## config.mk

```make
export PLATFORM = sky130hd
export DESIGN_NAME = pit_timer_core_flat
export DESIGN_NICKNAME = d
export VERILOG_FILES = /design/src/rtl/pit_pkg.sv /design/src/rtl/pit_timer_core_if.sv /design/src/rtl/pit_prescaler.sv /design/src/rtl/pit_timer_core.sv /design/src/flat_wrapper.sv
export SDC_FILE = /design/constraint.sdc
export NUM_CORES = 1
export LEC_CHECK = 0
export ABC_AREA = 1
export CORE_MARGIN = 2
export CORE_UTILIZATION = 55
export CTS_CLUSTER_DIAMETER = 120
export DETAILED_ROUTE_END_ITERATION = 6
export HOLD_SLACK_MARGIN = 0.05
export PLACE_DENSITY = 0.84
export SKIP_CTS_REPAIR_TIMING = 1
export SYNTH_ARGS = -nofsm -noshare
export SYNTH_HDL_FRONTEND = slang
export SYNTH_SLANG_ARGS = --single-unit
export TNS_END_PERCENT = 5
```

## constraint.sdc

```tcl
create_clock -name wb_clk_i -period 3.7 [get_ports wb_clk_i]
set_input_delay 0.74 -clock wb_clk_i [delete_from_list [all_inputs] [get_ports wb_clk_i]]
set_output_delay 0.74 -clock wb_clk_i [all_outputs]
set_load 0.05 [all_outputs]
```

## src/rtl/pit_pkg.sv

```systemverilog
`default_nettype none
// ============================================================================
// Module      : pit_pkg
// Description : Shared constants, control-register type and prescaler helper
//               for the programmable interval timer core.
// Revision    : 1.0 - initial release
// ============================================================================
package pit_pkg;

    // Counter / modulus width and prescaler width
    localparam int unsigned COUNT_W     = 16;
    localparam int unsigned PRE_W       = 15;

    // CTRL register bit positions
    localparam int unsigned PIT_EN      = 0;
    localparam int unsigned PIT_IRQ_EN  = 1;
    localparam int unsigned PIT_FLAG    = 2;
    localparam int unsigned PRE_SEL_LSB = 8;
    localparam int unsigned PRE_SEL_MSB = 11;

    // Field offsets inside the 48-bit readback image
    localparam int unsigned CTRL_LSB    = 0;
    localparam int unsigned MOD_LSB     = 16;
    localparam int unsigned CNT_LSB     = 32;

    // Byte write strobe indices
    localparam int unsigned WR_CTRL_LO  = 0;
    localparam int unsigned WR_CTRL_HI  = 1;
    localparam int unsigned WR_MOD_LO   = 2;
    localparam int unsigned WR_MOD_HI   = 3;

    // Implemented CTRL fields only; everything else reads as zero
    typedef struct packed {
        logic [3:0] pre_sel;
        logic       flag;
        logic       irq_en;
        logic       en;
    } pit_ctrl_t;

    // Terminal prescaler value 2^sel - 1. For sel=15 the one-hot bit falls
    // off the top of the 15-bit word, and 0 - 1 wraps to 15'h7FFF as needed.
    function automatic logic [PRE_W-1:0] pre_limit(input logic [3:0] sel);
        logic [PRE_W-1:0] pow;
        pow = PRE_W'(1) << sel;
        return pow - PRE_W'(1);
    endfunction

    // Assemble the 16-bit CTRL readback word
    function automatic logic [COUNT_W-1:0] ctrl_image(input pit_ctrl_t c);
        logic [COUNT_W-1:0] img;
        img                           = '0;
        img[PIT_EN]                   = c.en;
        img[PIT_IRQ_EN]               = c.irq_en;
        img[PIT_FLAG]                 = c.flag;
        img[PRE_SEL_MSB:PRE_SEL_LSB]  = c.pre_sel;
        return img;
    endfunction

endpackage
`default_nettype wire

```

## src/rtl/pit_timer_core_if.sv

```systemverilog
`default_nettype none
// ============================================================================
// Module      : pit_timer_core_if
// Description : Register-access link between the PIT bus interface (master)
//               and the timer core (slave).
// Revision    : 1.0 - initial release
// ============================================================================
interface pit_timer_core_if #(
    parameter int DWIDTH = 16
);
    logic [DWIDTH-1:0] wb_dat_i;
    logic [3:0]        write_regs;
    logic [47:0]       read_regs;
    logic              irq_source;

    modport master (
        output wb_dat_i,
        output write_regs,
        input  read_regs,
        input  irq_source
    );

    modport slave (
        input  wb_dat_i,
        input  write_regs,
        output read_regs,
        output irq_source
    );
endinterface
`default_nettype wire

```

## src/rtl/pit_prescaler.sv

```systemverilog
`default_nettype none
// ============================================================================
// Module      : pit_prescaler
// Description : Binary prescaler. Emits one tick every 2^pre_sel cycles while
//               enabled; clear restarts the division from zero.
// Revision    : 1.0 - initial release
// ============================================================================
module pit_prescaler
    import pit_pkg::*;
(
    input  wire logic       wb_clk_i,
    input  wire logic       async_rst_b,
    input  wire logic       sync_reset,
    input  wire logic       en_i,
    input  wire logic       clear_i,
    input  wire logic [3:0] pre_sel_i,
    output logic            tick_o
);

    logic [PRE_W-1:0] pre_cnt_q;
    logic [PRE_W-1:0] pre_cnt_d;

    assign tick_o = en_i & (pre_cnt_q == pre_limit(pre_sel_i));

    // Next prescaler value: wrap on tick, zero on clear, else advance
    always_comb begin
        pre_cnt_d = pre_cnt_q + PRE_W'(1);
        if (clear_i || tick_o) begin
            pre_cnt_d = '0;
        end
    end

    // Prescaler state register
    always_ff @(posedge wb_clk_i or negedge async_rst_b) begin
        if (!async_rst_b) begin
            pre_cnt_q <= '0;
        end else if (sync_reset) begin
            pre_cnt_q <= '0;
        end else begin
            pre_cnt_q <= pre_cnt_d;
        end
    end

endmodule
`default_nettype wire

```

## src/rtl/pit_timer_core.sv

```systemverilog
`default_nettype none
// ============================================================================
// Module      : pit_timer_core
// Description : PIT register file and counting engine: CTRL/MOD registers
//               with byte steering, modulus counter, sticky rollover flag,
//               level interrupt and one-cycle rollover pulse.
// Revision    : 1.0 - initial release
// ============================================================================
module pit_timer_core
    import pit_pkg::*;
#(
    parameter int                 DWIDTH  = 16,
    parameter logic [COUNT_W-1:0] MOD_RST = 16'h0000
) (
    input  wire logic        wb_clk_i,
    input  wire logic        async_rst_b,
    input  wire logic        sync_reset,
    pit_timer_core_if.slave  bus,
    output logic             pit_o
);

    pit_ctrl_t          ctrl_q, ctrl_d;
    logic [COUNT_W-1:0] mod_q,  mod_d;
    logic [COUNT_W-1:0] cnt_q,  cnt_d;
    logic               pit_q,  pit_d;

    logic [7:0]         w_lo_byte;
    logic [7:0]         w_hi_byte;
    logic               w_wr_ctrl_lo;
    logic               w_wr_ctrl_hi;
    logic               w_wr_mod_lo;
    logic               w_wr_mod_hi;
    logic               w_restart;
    logic               w_clear;
    logic               w_tick;
    logic               w_cnt_tick;
    logic               w_rollover;
    logic [COUNT_W-1:0] w_mod_m1;
    logic [47:0]        w_read;

    // Low-byte strobes always use the bottom lane; high-byte strobes use the
    // upper lane only when the bus is 16 bits wide.
    assign w_lo_byte = bus.wb_dat_i[7:0];

    generate
        if (DWIDTH == 16) begin : g_bus16
            assign w_hi_byte = bus.wb_dat_i[15:8];
        end else begin : g_bus8
            assign w_hi_byte = bus.wb_dat_i[7:0];
        end
    endgenerate

    assign w_wr_ctrl_lo = bus.write_regs[WR_CTRL_LO];
    assign w_wr_ctrl_hi = bus.write_regs[WR_CTRL_HI];
    assign w_wr_mod_lo  = bus.write_regs[WR_MOD_LO];
    assign w_wr_mod_hi  = bus.write_regs[WR_MOD_HI];

    // PRE_SEL or MOD writes restart the period; a disabled timer stays parked
    assign w_restart  = w_wr_ctrl_hi | w_wr_mod_lo | w_wr_mod_hi;
    assign w_clear    = w_restart | ~ctrl_q.en;

    pit_prescaler u_prescaler (
        .wb_clk_i    (wb_clk_i),
        .async_rst_b (async_rst_b),
        .sync_reset  (sync_reset),
        .en_i        (ctrl_q.en),
        .clear_i     (w_clear),
        .pre_sel_i   (ctrl_q.pre_sel),
        .tick_o      (w_tick)
    );

    // A restart on the same edge as a tick suppresses the tick entirely
    assign w_cnt_tick = w_tick & ~w_clear;
    assign w_mod_m1   = mod_q - COUNT_W'(1);
    assign w_rollover = w_cnt_tick & (cnt_q == w_mod_m1);

    // Register writes, counter advance and flag/pulse generation
    always_comb begin
        ctrl_d = ctrl_q;
        mod_d  = mod_q;
        cnt_d  = cnt_q;
        pit_d  = 1'b0;

        if (w_wr_ctrl_lo) begin
            ctrl_d.en     = w_lo_byte[PIT_EN];
            ctrl_d.irq_en = w_lo_byte[PIT_IRQ_EN];
            if (w_lo_byte[PIT_FLAG]) begin
                ctrl_d.flag = 1'b0;
            end
        end
        if (w_wr_ctrl_hi) begin
            ctrl_d.pre_sel = w_hi_byte[PRE_SEL_MSB-8:PRE_SEL_LSB-8];
        end
        if (w_wr_mod_lo) begin
            mod_d[7:0] = w_lo_byte;
        end
        if (w_wr_mod_hi) begin
            mod_d[15:8] = w_hi_byte;
        end

        if (w_clear || w_rollover) begin
            cnt_d = '0;
        end else if (w_cnt_tick) begin
            cnt_d = cnt_q + COUNT_W'(1);
        end

        // Set beats a simultaneous flag-clear write
        if (w_rollover) begin
            ctrl_d.flag = 1'b1;
            pit_d       = 1'b1;
        end
    end

    // Timer state registers
    always_ff @(posedge wb_clk_i or negedge async_rst_b) begin
        if (!async_rst_b) begin
            ctrl_q <= '0;
            mod_q  <= MOD_RST;
            cnt_q  <= '0;
            pit_q  <= 1'b0;
        end else if (sync_reset) begin
            ctrl_q <= '0;
            mod_q  <= MOD_RST;
            cnt_q  <= '0;
            pit_q  <= 1'b0;
        end else begin
            ctrl_q <= ctrl_d;
            mod_q  <= mod_d;
            cnt_q  <= cnt_d;
            pit_q  <= pit_d;
        end
    end

    // Readback image assembled purely from register state
    always_comb begin
        w_read                       = '0;
        w_read[CTRL_LSB +: COUNT_W]  = ctrl_image(ctrl_q);
        w_read[MOD_LSB  +: COUNT_W]  = mod_q;
        w_read[CNT_LSB  +: COUNT_W]  = cnt_q;
    end

    assign bus.read_regs  = w_read;
    assign bus.irq_source = ctrl_q.flag & ctrl_q.irq_en;
    assign pit_o          = pit_q;

endmodule
`default_nettype wire

```

## src/flat_wrapper.sv

```systemverilog
// flat-port wrapper written by rule: the top's interface ports become plain ports
module pit_timer_core_flat import pit_pkg::*;
#(
    parameter int                 DWIDTH  = 16,
    parameter logic [COUNT_W-1:0] MOD_RST = 16'h0000
)
  (wb_clk_i, async_rst_b, sync_reset, pit_o, bus_wb_dat_i, bus_write_regs, bus_read_regs, bus_irq_source);
  pit_timer_core_if #(.DWIDTH(DWIDTH)) bus_i ();
  input  wire logic wb_clk_i;
  input  wire logic async_rst_b;
  input  wire logic sync_reset;
  output logic pit_o;
  input wire logic [$bits(bus_i.wb_dat_i)-1:0] bus_wb_dat_i;
  input wire logic [$bits(bus_i.write_regs)-1:0] bus_write_regs;
  output wire logic [$bits(bus_i.read_regs)-1:0] bus_read_regs;
  output wire logic [$bits(bus_i.irq_source)-1:0] bus_irq_source;
  assign bus_i.wb_dat_i = bus_wb_dat_i;
  assign bus_i.write_regs = bus_write_regs;
  assign bus_read_regs = bus_i.read_regs;
  assign bus_irq_source = bus_i.irq_source;
  pit_timer_core #(.DWIDTH(DWIDTH), .MOD_RST(MOD_RST)) u_core (.wb_clk_i(wb_clk_i), .async_rst_b(async_rst_b), .sync_reset(sync_reset), .bus(bus_i), .pit_o(pit_o));
endmodule
```

# --- Word-level counts from Yosys, hierarchy flattened ---
# Index checks and enable logic that the tools add are counted.
word_totals:
  output_inout_bits: 50
  in_bits: 23
  ff_bits: 55
op_classes:
  n_addsub: 4
  n_shift: 1
  muxes: 15
  bitwise_logic: 9
  n_reduce_logical: 10
  n_eq_ne: 2
ops:
  columns: ["operator", "n"]
  rows:
  - ["2-to-1 mux 16 bit", 4]
  - ["2-to-1 mux 15 bit", 2]
  - ["adder 16 x 1 -> 16 bit (second input constant)", 1]
  - ["== test 16 bit", 1]
  - ["2-to-1 mux 8 bit", 2]
  - ["subtractor 16 x 1 -> 16 bit (second input constant)", 1]
  - ["adder 15 x 1 -> 15 bit (second input constant)", 1]
  - ["== test 15 bit", 1]
  - ["left shift 1 x 4 -> 15 bit (first input constant)", 1]
  - ["subtractor 15 x 1 -> 15 bit (second input constant)", 1]
  - ["nonzero test 3 bit", 3]
  - ["nonzero test 2 bit", 4]
  - ["2-to-1 mux 7 bit", 1]
  - ["AND 1 bit", 4]
  - ["2-to-1 mux 1 bit", 4]
  - ["2-to-1 mux 4 bit", 1]
  - ["2-to-1 mux 3 bit", 1]
  - ["OR 1 bit", 3]
  - ["logical OR 1 bit", 2]
  - ["inverter 1 bit", 2]
  - ["AND reduction 2 bit", 1]

# --- Longest topological paths before layout ---
# Gate-level depths: netlist of the first run.
logic_depth:
  ltp_word: 9
  mapped_depth: 18

# --- Modules after synthesis ---
# A second synthesis of the first run with hierarchy kept.
unflattened:
  hier_cells: 631
  area_unflattened_um2: 4270.3
modules_own_cells:
  columns: ["mod", "cells_each", "instances", "area_each_um2"]
  rows:
  - ["pit_timer_core", 411, 1, 2816.5]
  - ["pit_prescaler", 220, 1, 1453.9]

# --- Worst setup path before layout of the first run ---
# Ideal clock, no wire load.
synth_path:
  kind: "reg2reg"
  startpoint: "register u_core.ctrl_q, in the netlist u_core.bus.read_regs[10]"
  endpoint: "register u_core.cnt_q[12]"
  required_ns: 3.576
  arrival_ns: 2.451
  path_slack_ns: 1.125
  path_stages_with_launch: 16
  setup_time_ns: 0.124
  path_cell_list: "dfrtp_1 -> buf_6 -> nor2_2 -> nand3_1 -> ha_1 -> nand2_1 -> o21ai_1 -> nor2_1 -> nand3_1 -> nor2_1 -> nand3_2 -> nor3_2 -> nand2_2 -> nand2_2 -> buf_6 -> o21ai_2"
synth_via:
  elab_chain_cells: 9
synth_rtl:
  columns: ["item", "line", "rtl"]
  rows:
  - ["from (decl)", "pit_timer_core.sv:22", "pit_ctrl_t ctrl_q, ctrl_d;"]
  - ["from (signal assigned)", "pit_timer_core.sv:127", "ctrl_q <= ctrl_d;"]
  - ["left shift 1 x 4 -> 15 bit *", "pit_pkg.sv:44", "pow = PRE_W'(1) << sel;"]
  - ["subtractor 15 x 1 -> 15 bit *", "pit_pkg.sv:45", "return pow - PRE_W'(1);"]
  - ["== test 15 bit *", "pit_prescaler.sv:23", "assign tick_o = en_i & (pre_cnt_q == pre_limit(pre_sel_i));"]
  - ["AND 1 bit *", "pit_prescaler.sv:23", null]
  - ["AND 1 bit *", "pit_timer_core.sv:73", "assign w_cnt_tick = w_tick & ~w_clear;"]
  - ["AND 1 bit", "pit_timer_core.sv:75", "assign w_rollover = w_cnt_tick & (cnt_q == w_mod_m1);"]
  - ["logical OR 1 bit", "pit_timer_core.sv:101", "if (w_clear || w_rollover) begin"]
  - ["2-to-1 mux 16 bit", "pit_timer_core.sv:101", null]
  - ["2-to-1 mux 16 bit", "pit_timer_core.sv:121", "end else if (sync_reset) begin"]
  - ["to (signal assigned)", "pit_timer_core.sv:129", "cnt_q <= cnt_d;"]
  - ["to (decl)", "pit_timer_core.sv:24", "logic [COUNT_W-1:0] cnt_q, cnt_d;"]
# Every way passes the cells marked *; elsewhere a longest branch is shown, timed or not.
# A chain may end at the register's enable or synchronous reset.

# --- Worst setup path after layout of the first run ---
layout_path:
  startpoint: "register u_core.ctrl_q, in the netlist u_core.bus.read_regs[10]"
  endpoint: "register u_core.cnt_q[1]"
# Same word-level chain as after synthesis.

==> impl_metrics.json, run 1 <==
{
  "ys_ff_latch": 55,
  "slowest_stage": "nor2_2",
  "critPathBufInv": 2,
  "yosys_warnings": 0,
  "synth_top_area_frac": 0.3604,
  "dieWidth_um": 87.33,
  "max_stage_delay_ps": 600,
  "power.leakage_nw": 2.128,
  "num_antenna_cells": 0,
  "post_drt_wl_per_cell_um": 13.52,
  "routabilityCongestion": 0.8943,
  "postRouteAntennaNets": 0,
  "synth_edf_count": 0,
  "worstSetupPathType": "register to register",
  "required_ps": 3930,
  "clockRootBuffer": "clkbuf_8",
  "die-area_mm2": 0.007626,
  "met3_usage": 0.03223,
  "hold-worst-slack_ps": 410.6,
  "synth-simple-area-share": 0.3817,
  "ir_drop_mv": 0.2260,
  "pin_count": 73,
  "dpl.hpwl_mm": 7.446,
  "grt_pass1_wl_mm": 15.79,
  "setup_tns_ps": 0,
  "r2r_setup_slack_ps": 610,
  "max_slew.worst_pin.slew_ps": 785.1,
  "drive_gt1_frac": 0.06624,
  "synthXorXnorAreaFrac": 0.06422,
  "status": "finished clean",
  "cellPowerDensity_mw_per_mm2": 284.4,
  "cp-end-kind": "register",
  "synth-compound-area-share": 0.07274,
  "drtIter0Drc": 267,
  "place.port_buffers": 63,
  "arrival_ps": 3320,
  "clk_path_buf_depth": 2,
  "slew_headroom": 0.4760,
  "path_max_fanout": 20,
  "die_h_um": 87.33,
  "wirelength_mm": 9.451,
  "synth_cells": 559,
  "synth.cell_area_mm2": 0.003819,
  "tritoncts": "done",
  "viasPerCell": 5.365,
  "htree_levels": 2,
  "yosysMostFrequentCell": "nand2_1",
  "min_period_ps": 3090,
  "grt_max_degree": 32,
  "ys_top_cells_by_count": "nand2_1 (183), nor2_1 (65), inv_1 (59), dfrtp_1 (55), nand3_1 (46)",
  "met2_usage": 0.4552,
  "vias": 3750,
  "start_util": 0.5652,
  "synth_fa_ha_area_frac": 0.01311,
  "use_met1": 0.3374,
  "avgSynthCellArea_um2": 6.831,
  "rsz0062_at_grt": "no",
  "busiest_layer": "met2",
  "maxCapViolations": 0,
  "grt_pass1_vias": 3416,
  "fmax_mhz": 323.6,
  "synth-seq-area-share": 0.3604,
  "coreArea_mm2": 0.006756,
  "drt_first_pass_iters": 5,
  "cts.sinks": 55,
  "r2r_cells": 14,
  "drc": 0,
  "yosys-top-cells-area": "dfrtp_1 (36%), nand2_1 (18%), nor2_1 (6.4%)",
  "crit_family": "simple AND/OR/NAND/NOR gates",
  "grt_overflow_total": 0,
  "slew_viol_final": 0,
  "synth_async_sr_flop_share": 1.000,
  "synth_cell_type_count": 33,
  "synth_top_family_by_area": "simple AND/OR/NAND/NOR gates",
  "synth_top_flop_cell": "dfrtp_1",
  "final_net_count": 645,
  "num_rows": 30,
  "skew_ps": 5.398,
  "cts_made_buffers": 5,
  "setup_viol": 0,
  "synthMuxAreaShare": 0,
  "crit_path_frequent_cell": "nand2_1",
  "holdCritPathClass": "input pin to async pin",
  "finalHoldViolCount": 0,
  "clk_pin_slew_ps": 90,
  "antenna_found_initial": 0,
  "synth_area_leader_cell": "dfrtp_1",
  "cp.depth": 14,
  "finalCritPeriodShare": 0.8352,
  "crit_chain": "nor2_2, nand3_1, ha_1, nand2_1, inv_1, nand2_1, nand2_1, nand2_1, nor2_1, nand2_2, nor2_1, nor2_2, inv_1, o21ai_0",
  "cp-start-kind": "register",
  "syn_to_final_growth_pct": 18.22,
  "grt_usage": 0.2618,
  "insertion_delay_ps": 310,
  "power_w": 0.001284
}
==> logic make-up (layout without fill, tap and decap cells) <==
group           Yosys count  after routing
flops                    55             55
simple gates            337            337
other cells               1              9
buf+inv                  87            139
fa+ha+maj                 4              4
compound gates           47             47
xor+xnor                 28             28
==> area by class of cell <==
| class | instances | area [um2] |
|---|---|---|
| multi-input combinational | 425 | 2064 |
| clock inverter | 1 | 5.005 |
| inverter | 65 | 244.0 |
| timing repair buffer | 66 | 648.1 |
| fill | 567 | 2242 |
| clock buffer | 7 | 76.32 |
| sequential | 55 | 1376 |
| tap | 80 | 100.1 |
==> path summary, 6_finish.rpt <==
check                                              start                      end
min in group wb_clk_i            u_core.bus.read_regs[1]  u_core.bus.read_regs[1]
max in group asynchronous                    async_rst_b         u_core.mod_q[10]
worst max register to register  u_core.bus.read_regs[10]          u_core.cnt_q[1]
worst min register to register   u_core.bus.read_regs[1]  u_core.bus.read_regs[1]
worst min-delay path                         async_rst_b  u_core.bus.read_regs[0]
worst max-delay path            u_core.bus.read_regs[10]          u_core.cnt_q[1]
==> where the power goes <==
part,leakage [nW],switching (W),internal [W],total (W)
Combinational,1.33,0.000214,0.000106,0.000320
Sequential,0.754,0.0000268,0.000614,0.000641
Clock,0.0422,0.000189,0.000133,0.000323
==> per-stage QoR <==
| stage | utilization | area (um2) | worst slack [ps] | std cells |
|---|---|---|---|---|
| 2_1_floorplan | - | 3849 | 1125 | 567 |
| 3_3_place_gp | 0.6561 | 4433 | 658.6 | 691 |
| 5_1_grt | 0.6681 | 4514 | 333.7 | 699 |
| 3_5_place_dp | 0.6561 | 4433 | 562.7 | 691 |
| 6_report | 0.6681 | 4514 | 609.8 | 699 |
| 4_1_cts | 0.6681 | 4514 | 578.2 | 699 |
==> worst register-to-register path: stages, from the launching register on <==
cell and delay, ps:
dfrtp_1 530, nor2_2 320, nand3_1 130, ha_1 260, nand2_1 120, inv_1 40
nand2_1 50, nand2_1 40, nand2_1 60, nor2_1 40, nand2_2 120, nor2_1 70
nor2_2 600, inv_1 410, o21ai_0 240
==> registers in the layout (all words and copies together) (netlist names) <==
signal	count
u_core.cnt_q	16
u_core.mod_q	16
u_core.bus.read_regs	7
u_core.pit_o	1
u_core.u_prescaler.pre_cnt_q	15
==> cells in the final DEF (no fill, tap or decap), types with 10 or more instances in the layout <==
cell type and instances:
clkdlybuf4s50_1 62, dfrtp_1 55, inv_1 59, nand2_1 183
nand3_1 46, nand4_1 13, nor2_1 65, o21ai_0 23
xnor2_1 10, xor2_1 18
==> layer usage <==
| layer | routed length (um) | vias up |
|---|---|---|
| met3 | 551 | 21 |
| met5 | 0 | - |
| met4 | 219 | 0 |
| li1 | - | 1850 |
| met2 | 4696 | 144 |
| met1 | 3984 | 1735 |
No activity file was read; power rests on OpenSTA's default activity.
==> run 2: changes to the inputs <==
CORE_UTILIZATION = 48   (was 55)
PLACE_DENSITY = 0.78   (was 0.84)
clock period = 2.6 ns   (was 3.7 ns; I/O delays follow)
==> run 2 against run 1 <==
- flip-flop and latch count unchanged
- sequential power up 41%
- setup slack got worse by 360 ps
- critical path depth up 2
- total power rose by 54%
- clock skew grew 1.4 ps
- cell area up 3.7%
- clock power increased by 84%
- fmax grew 31%
- final cell count rose by 4.6%
- sequential share of layout area fell by 1.1 points
==> impl_metrics.json, run 2 (synthesis results as in run 1) <==
{
  "status": "finished clean",
  "crit_family": "simple AND/OR/NAND/NOR gates",
  "critPathBufInv": 2,
  "clk_path_buf_depth": 2,
  "antenna_found_initial": 0,
  "drtIter0Drc": 160,
  "cellPowerDensity_mw_per_mm2": 422.2,
  "min_period_ps": 2353,
  "worstSetupPathType": "register to register",
  "grt_usage": 0.2393,
  "htree_levels": 2,
  "clk_pin_slew_ps": 100,
  "place.port_buffers": 63,
  "arrival_ps": 2560,
  "max_slew.worst_pin.slew_ps": 615.4,
  "finalHoldViolCount": 0,
  "drc": 0,
  "crit_path_frequent_cell": "nand2_1",
  "clockRootBuffer": "clkbuf_8",
  "cp-end-kind": "register",
  "finalCritPeriodShare": 0.9049,
  "slowest_stage": "dfrtp_1",
  "rsz0062_at_grt": "no",
  "insertion_delay_ps": 310,
  "crit_chain": "nor2_2, nand3_1, ha_1, inv_1, nand2_1, nand2_1, nand2_1, nand2_1, nand2_1, nor2_1, nand3_2, nor3_2, nand2_2, buf_4, nand4_1, nand2_1",
  "power.leakage_nw": 2.203,
  "grt_overflow_total": 0,
  "grt_max_degree": 32,
  "ir_drop_mv": 0.3134,
  "post_drt_wl_per_cell_um": 13.49,
  "die_h_um": 93.20,
  "layout_common_cells": "nand2_1 (183), nor2_1 (65), clkdlybuf4s50_1 (62), inv_1 (58), dfrtp_1 (55)",
  "r2r_cells": 16,
  "fillCellCount": 722,
  "drt_first_pass_iters": 5,
  "skew_ps": 6.791,
  "start_util": 0.4942,
  "die-area_mm2": 0.008685,
  "vias": 3730,
  "setup_tns_ps": 0,
  "r2r_setup_slack_ps": 250,
  "postRouteAntennaNets": 0,
  "max_stage_delay_ps": 400,
  "reg2reg_to": "u_core.cnt_q[13]",
  "layout_commonest_cell": "nand2_1",
  "slew_headroom": 0.5897,
  "power_w": 0.001975,
  "required_ps": 2810,
  "num_rows": 32,
  "dpl.hpwl_mm": 7.711,
  "path_max_fanout": 6,
  "slew_viol_final": 0,
  "layout.cells.non_filler": 731,
  "grt_pass1_vias": 3607,
  "cts.sinks": 55,
  "drive_gt1_frac": 0.08585,
  "grt_pass1_wl_mm": 16.48,
  "dieWidth_um": 93.20,
  "num_antenna_cells": 0,
  "setup_viol": 0,
  "pin_count": 73,
  "timing.rr.start": "u_core.bus.read_regs[10]",
  "cp-start-kind": "register",
  "fmax_mhz": 425.0,
  "cp.depth": 16,
  "tritoncts": "done",
  "holdCritPathClass": "input pin to async pin",
  "routabilityCongestion": 0.9106,
  "viasPerCell": 5.103,
  "cts_made_buffers": 5,
  "placedCellCount": 723,
  "maxCapViolations": 0,
  "coreArea_mm2": 0.007727,
  "final_net_count": 655,
  "reg_top3": "u_core.cnt_q: 16 flops, u_core.mod_q: 16 flops, u_core.u_prescaler.pre_cnt_q: 15 flops",
  "syn_to_final_growth_pct": 22.54,
  "wirelength_mm": 9.863
}
run 2: cell types whose count changed in the layout (fill, tap and decap cells not counted), sizes merged:
| cell | delta |
|---|---|
| bufinv | +1 |
| clkinvlp | +1 |
| inv | -1 |
| buf | +10 |
| clkbuf | -1 |
run 2: stage by stage:
| step | setup slack [ps] | hold WS, ps | util | cell area (um2) |
|---|---|---|---|---|
| 2_1_floorplan | 25.44 | 224.4 | - | 3849 |
| 3_3_place_gp | 158.9 | 503.4 | 0.5886 | 4548 |
| 3_5_place_dp | 140.4 | 510.7 | 0.5886 | 4548 |
| 4_1_cts | 151.0 | 232.3 | 0.6038 | 4666 |
| 5_1_grt | 22.96 | 256.0 | 0.6056 | 4679 |
| 6_report | 247.2 | 212.1 | 0.6056 | 4679 |
run 2: worst max-delay path by stage:
| stage | from | end |
|---|---|---|
| after floorplan | u_core.bus.read_regs[10] | u_core.cnt_q[12] |
| after global routing | u_core.bus.read_regs[10] | u_core.cnt_q[2] |
| after detailed placement | bus_write_regs[3] | u_core.cnt_q[3] |
| after global placement | bus_write_regs[3] | u_core.cnt_q[3] |
| final | u_core.bus.read_regs[10] | u_core.cnt_q[13] |
| after CTS | u_core.bus.read_regs[9] | u_core.cnt_q[2] |
run 2: metal layers:
metal  routed length [um]  global-route usage
met5                    0                   0
met3                  421             0.03626
met2                 4995              0.4263
met1                 4285              0.2994
met4                  160             0.07230
run 2: cell type report:
class                           count  area, um2  share of cell area
Multi-Input combinational cell    425       2074              0.4433
Sequential cell                    55       1376              0.2941
Timing Repair Buffer               76      735.7              0.1572
Inverter                           65      247.7             0.05294
Tap cell                          102      127.6             0.02727
Clock buffer                        6      82.58             0.01765
Clock inverter                      2      35.03            0.007487
run 2: power breakdown:
group          internal [W]  switching [W]  leakage, nW
logic              0.000163       0.000316         1.39
clock network      0.000312       0.000280       0.0612
registers          0.000874      0.0000300        0.754
==> run 3: changes to the inputs <==
CAP_MARGIN = 10   (was unset)
PLACE_DENSITY = 0.89   (was 0.78)
==> run 3 against run 2 <==
- largest power group unchanged
- wire length decreased by 3.3%
- non-clock buffer count down 1
- setup slack worse by 19 ps
==> impl_metrics.json, run 3 (synthesis results as in run 1) <==
{
  "power.leakage_nw": 2.199,
  "required_ps": 2830,
  "cp-start-kind": "register",
  "final_net_count": 654,
  "layout_common_cells": "nand2_1 (183), nor2_1 (65), clkdlybuf4s50_1 (62), inv_1 (58), dfrtp_1 (55)",
  "cts_made_buffers": 5,
  "htree_levels": 2,
  "grt_overflow_total": 0,
  "ir_drop_mv": 0.2749,
  "coreArea_mm2": 0.007727,
  "finalCritPeriodShare": 0.9122,
  "cp-startpoint": "u_core.bus.read_regs[9]",
  "wirelength_mm": 9.535,
  "grt_usage": 0.2254,
  "path_max_fanout": 12,
  "grt_pass1_wl_mm": 15.77,
  "die_h_um": 93.20,
  "pwr-share-comb": 0.233,
  "cts.sinks": 55,
  "r2r_setup_slack_ps": 230,
  "placedCellCount": 722,
  "viasPerCell": 5.192,
  "routabilityCongestion": 0.9284,
  "power_frac_seq": 0.442,
  "tritoncts": "done",
  "pre_cts_slack_ps": 142.2,
  "p_sw_w": 0.0006224,
  "reg2reg_to": "u_core.cnt_q[3]",
  "insertion_delay_ps": 310,
  "grt_max_degree": 56,
  "cp-end-kind": "register",
  "p_clk_frac": 0.325,
  "layout_commonest_cell": "nand2_1",
  "fmax_mhz": 421.6,
  "pin_count": 73,
  "drt_first_pass_iters": 6,
  "max_slew.worst_pin.slew_ps": 524.9,
  "cellPowerDensity_mw_per_mm2": 435.7,
  "postRouteAntennaNets": 0,
  "holdCritPathClass": "input pin to async pin",
  "setup_ws_ps": 228.4,
  "num_rows": 32,
  "clk_path_buf_depth": 2,
  "antenna_found_initial": 0,
  "num_antenna_cells": 0,
  "syn_to_final_growth_pct": 22.71,
  "status": "finished clean",
  "internal_power_w": 0.001419,
  "rsz0062_at_grt": "no",
  "arrival_ps": 2610,
  "slew_viol_final": 0,
  "finalHoldViolCount": 0,
  "drtIter0Drc": 254,
  "clockRootBuffer": "clkbuf_8",
  "post_drt_wl_per_cell_um": 13.06,
  "dpl.hpwl_mm": 7.489,
  "die-area_mm2": 0.008685,
  "switching_share": 0.3049,
  "drive_gt1_frac": 0.08439,
  "worstSetupPathType": "register to register",
  "clk_pin_slew_ps": 100,
  "cp-endpoint": "u_core.cnt_q[3]",
  "drc": 0,
  "timing.rr.start": "u_core.bus.read_regs[9]",
  "min_period_ps": 2372,
  "start_util": 0.4942,
  "grt_pass1_vias": 3610,
  "setup_tns_ps": 0,
  "slew_headroom": 0.6490,
  "r2r_cells": 14,
  "reg_top3": "u_core.cnt_q: 16 flops, u_core.mod_q: 16 flops, u_core.u_prescaler.pre_cnt_q: 15 flops",
  "skew_ps": 9.088,
  "setup_viol": 0,
  "hold-worst-slack_ps": 188.6,
  "vias": 3790,
  "final_util": 0.6064,
  "place.port_buffers": 63,
  "dieWidth_um": 93.20,
  "maxCapViolations": 0,
  "layout.cells.non_filler": 730
}
run 3: cell types whose count changed in the layout (fill, tap and decap cells not counted):
cell        before  now
nor2_2           5    6
nor2_4           2    1
o21ai_1          7    8
clkbuf_8         6    5
clkinvlp_4       1    2
clkinv_2         1    0
bufinv_16        1    2
o21ai_0         23   22
buf_4           12   11
run 3: worst min-delay path by stage:
stage | end | from | cells past startpoint | slack, ps
2_1_floorplan | u_core.bus.read_regs[0] | async_rst_b | 0 | 220
3_3_place_gp | u_core.bus.read_regs[1] | u_core.bus.read_regs[1] | 2 | 500
3_5_place_dp | u_core.u_prescaler.pre_cnt_q[0] | u_core.u_prescaler.pre_cnt_q[0] | 1 | 510
4_1_cts | u_core.cnt_q[0] | async_rst_b | 2 | 200
5_1_grt | u_core.cnt_q[4] | async_rst_b | 2 | 190
6_report | u_core.cnt_q[0] | async_rst_b | 2 | 190
run 3: per-stage QoR:
| stage | instance area, um2 | power, W |
|---|---|---|
| 2_1_floorplan | 3849 | 0.001245 |
| 3_3_place_gp | 4541 | 0.001379 |
| 3_5_place_dp | 4541 | 0.001392 |
| 4_1_cts | 4677 | 0.002047 |
| 5_1_grt | 4686 | 0.002148 |
| 6_report | 4686 | 0.002042 |
run 3: layout make-up:
class	instances	area (um2)
fillers	698	3042
multi-input cells	425	2069
flip-flops and latches	55	1376
repair buffers	75	728.2
inverters	65	247.7
well taps	102	127.6
clock buffers	5	68.82
clock inverters	3	67.56
run 3: power by group through the flow:
stage	logic [W]	registers, W	clock network [W]
3_5_place_dp	0.000473	0.000919	0
5_1_grt	0.000525	0.000905	0.000718
2_1_floorplan	0.000266	0.000979	0
6_report	0.000476	0.000903	0.000663
3_3_place_gp	0.000460	0.000919	0
4_1_cts	0.000476	0.000902	0.000669
run 3: worst max-delay path: stages (launching register included):
cell and delay [ps]:
dfrtp_1 440, nor2_2 210, nand2_2 80, ha_1 250
inv_1 90, nand2_1 50, nand2_1 60, nand2_1 50
nand2_1 60, nand2_1 50, nor2_1 110, nand3_2 160
nor3_4 320, nand2_4 200, o21ai_1 170
run 3: layer usage:
layer  vias to the layer above  track usage  wire [um]
li1                       1877            -          -
met2                       129       0.4191       4836
met1                      1758       0.2702       3963
met5                         -            0          0
met3                        26      0.02901        493
met4                         0      0.06863        243
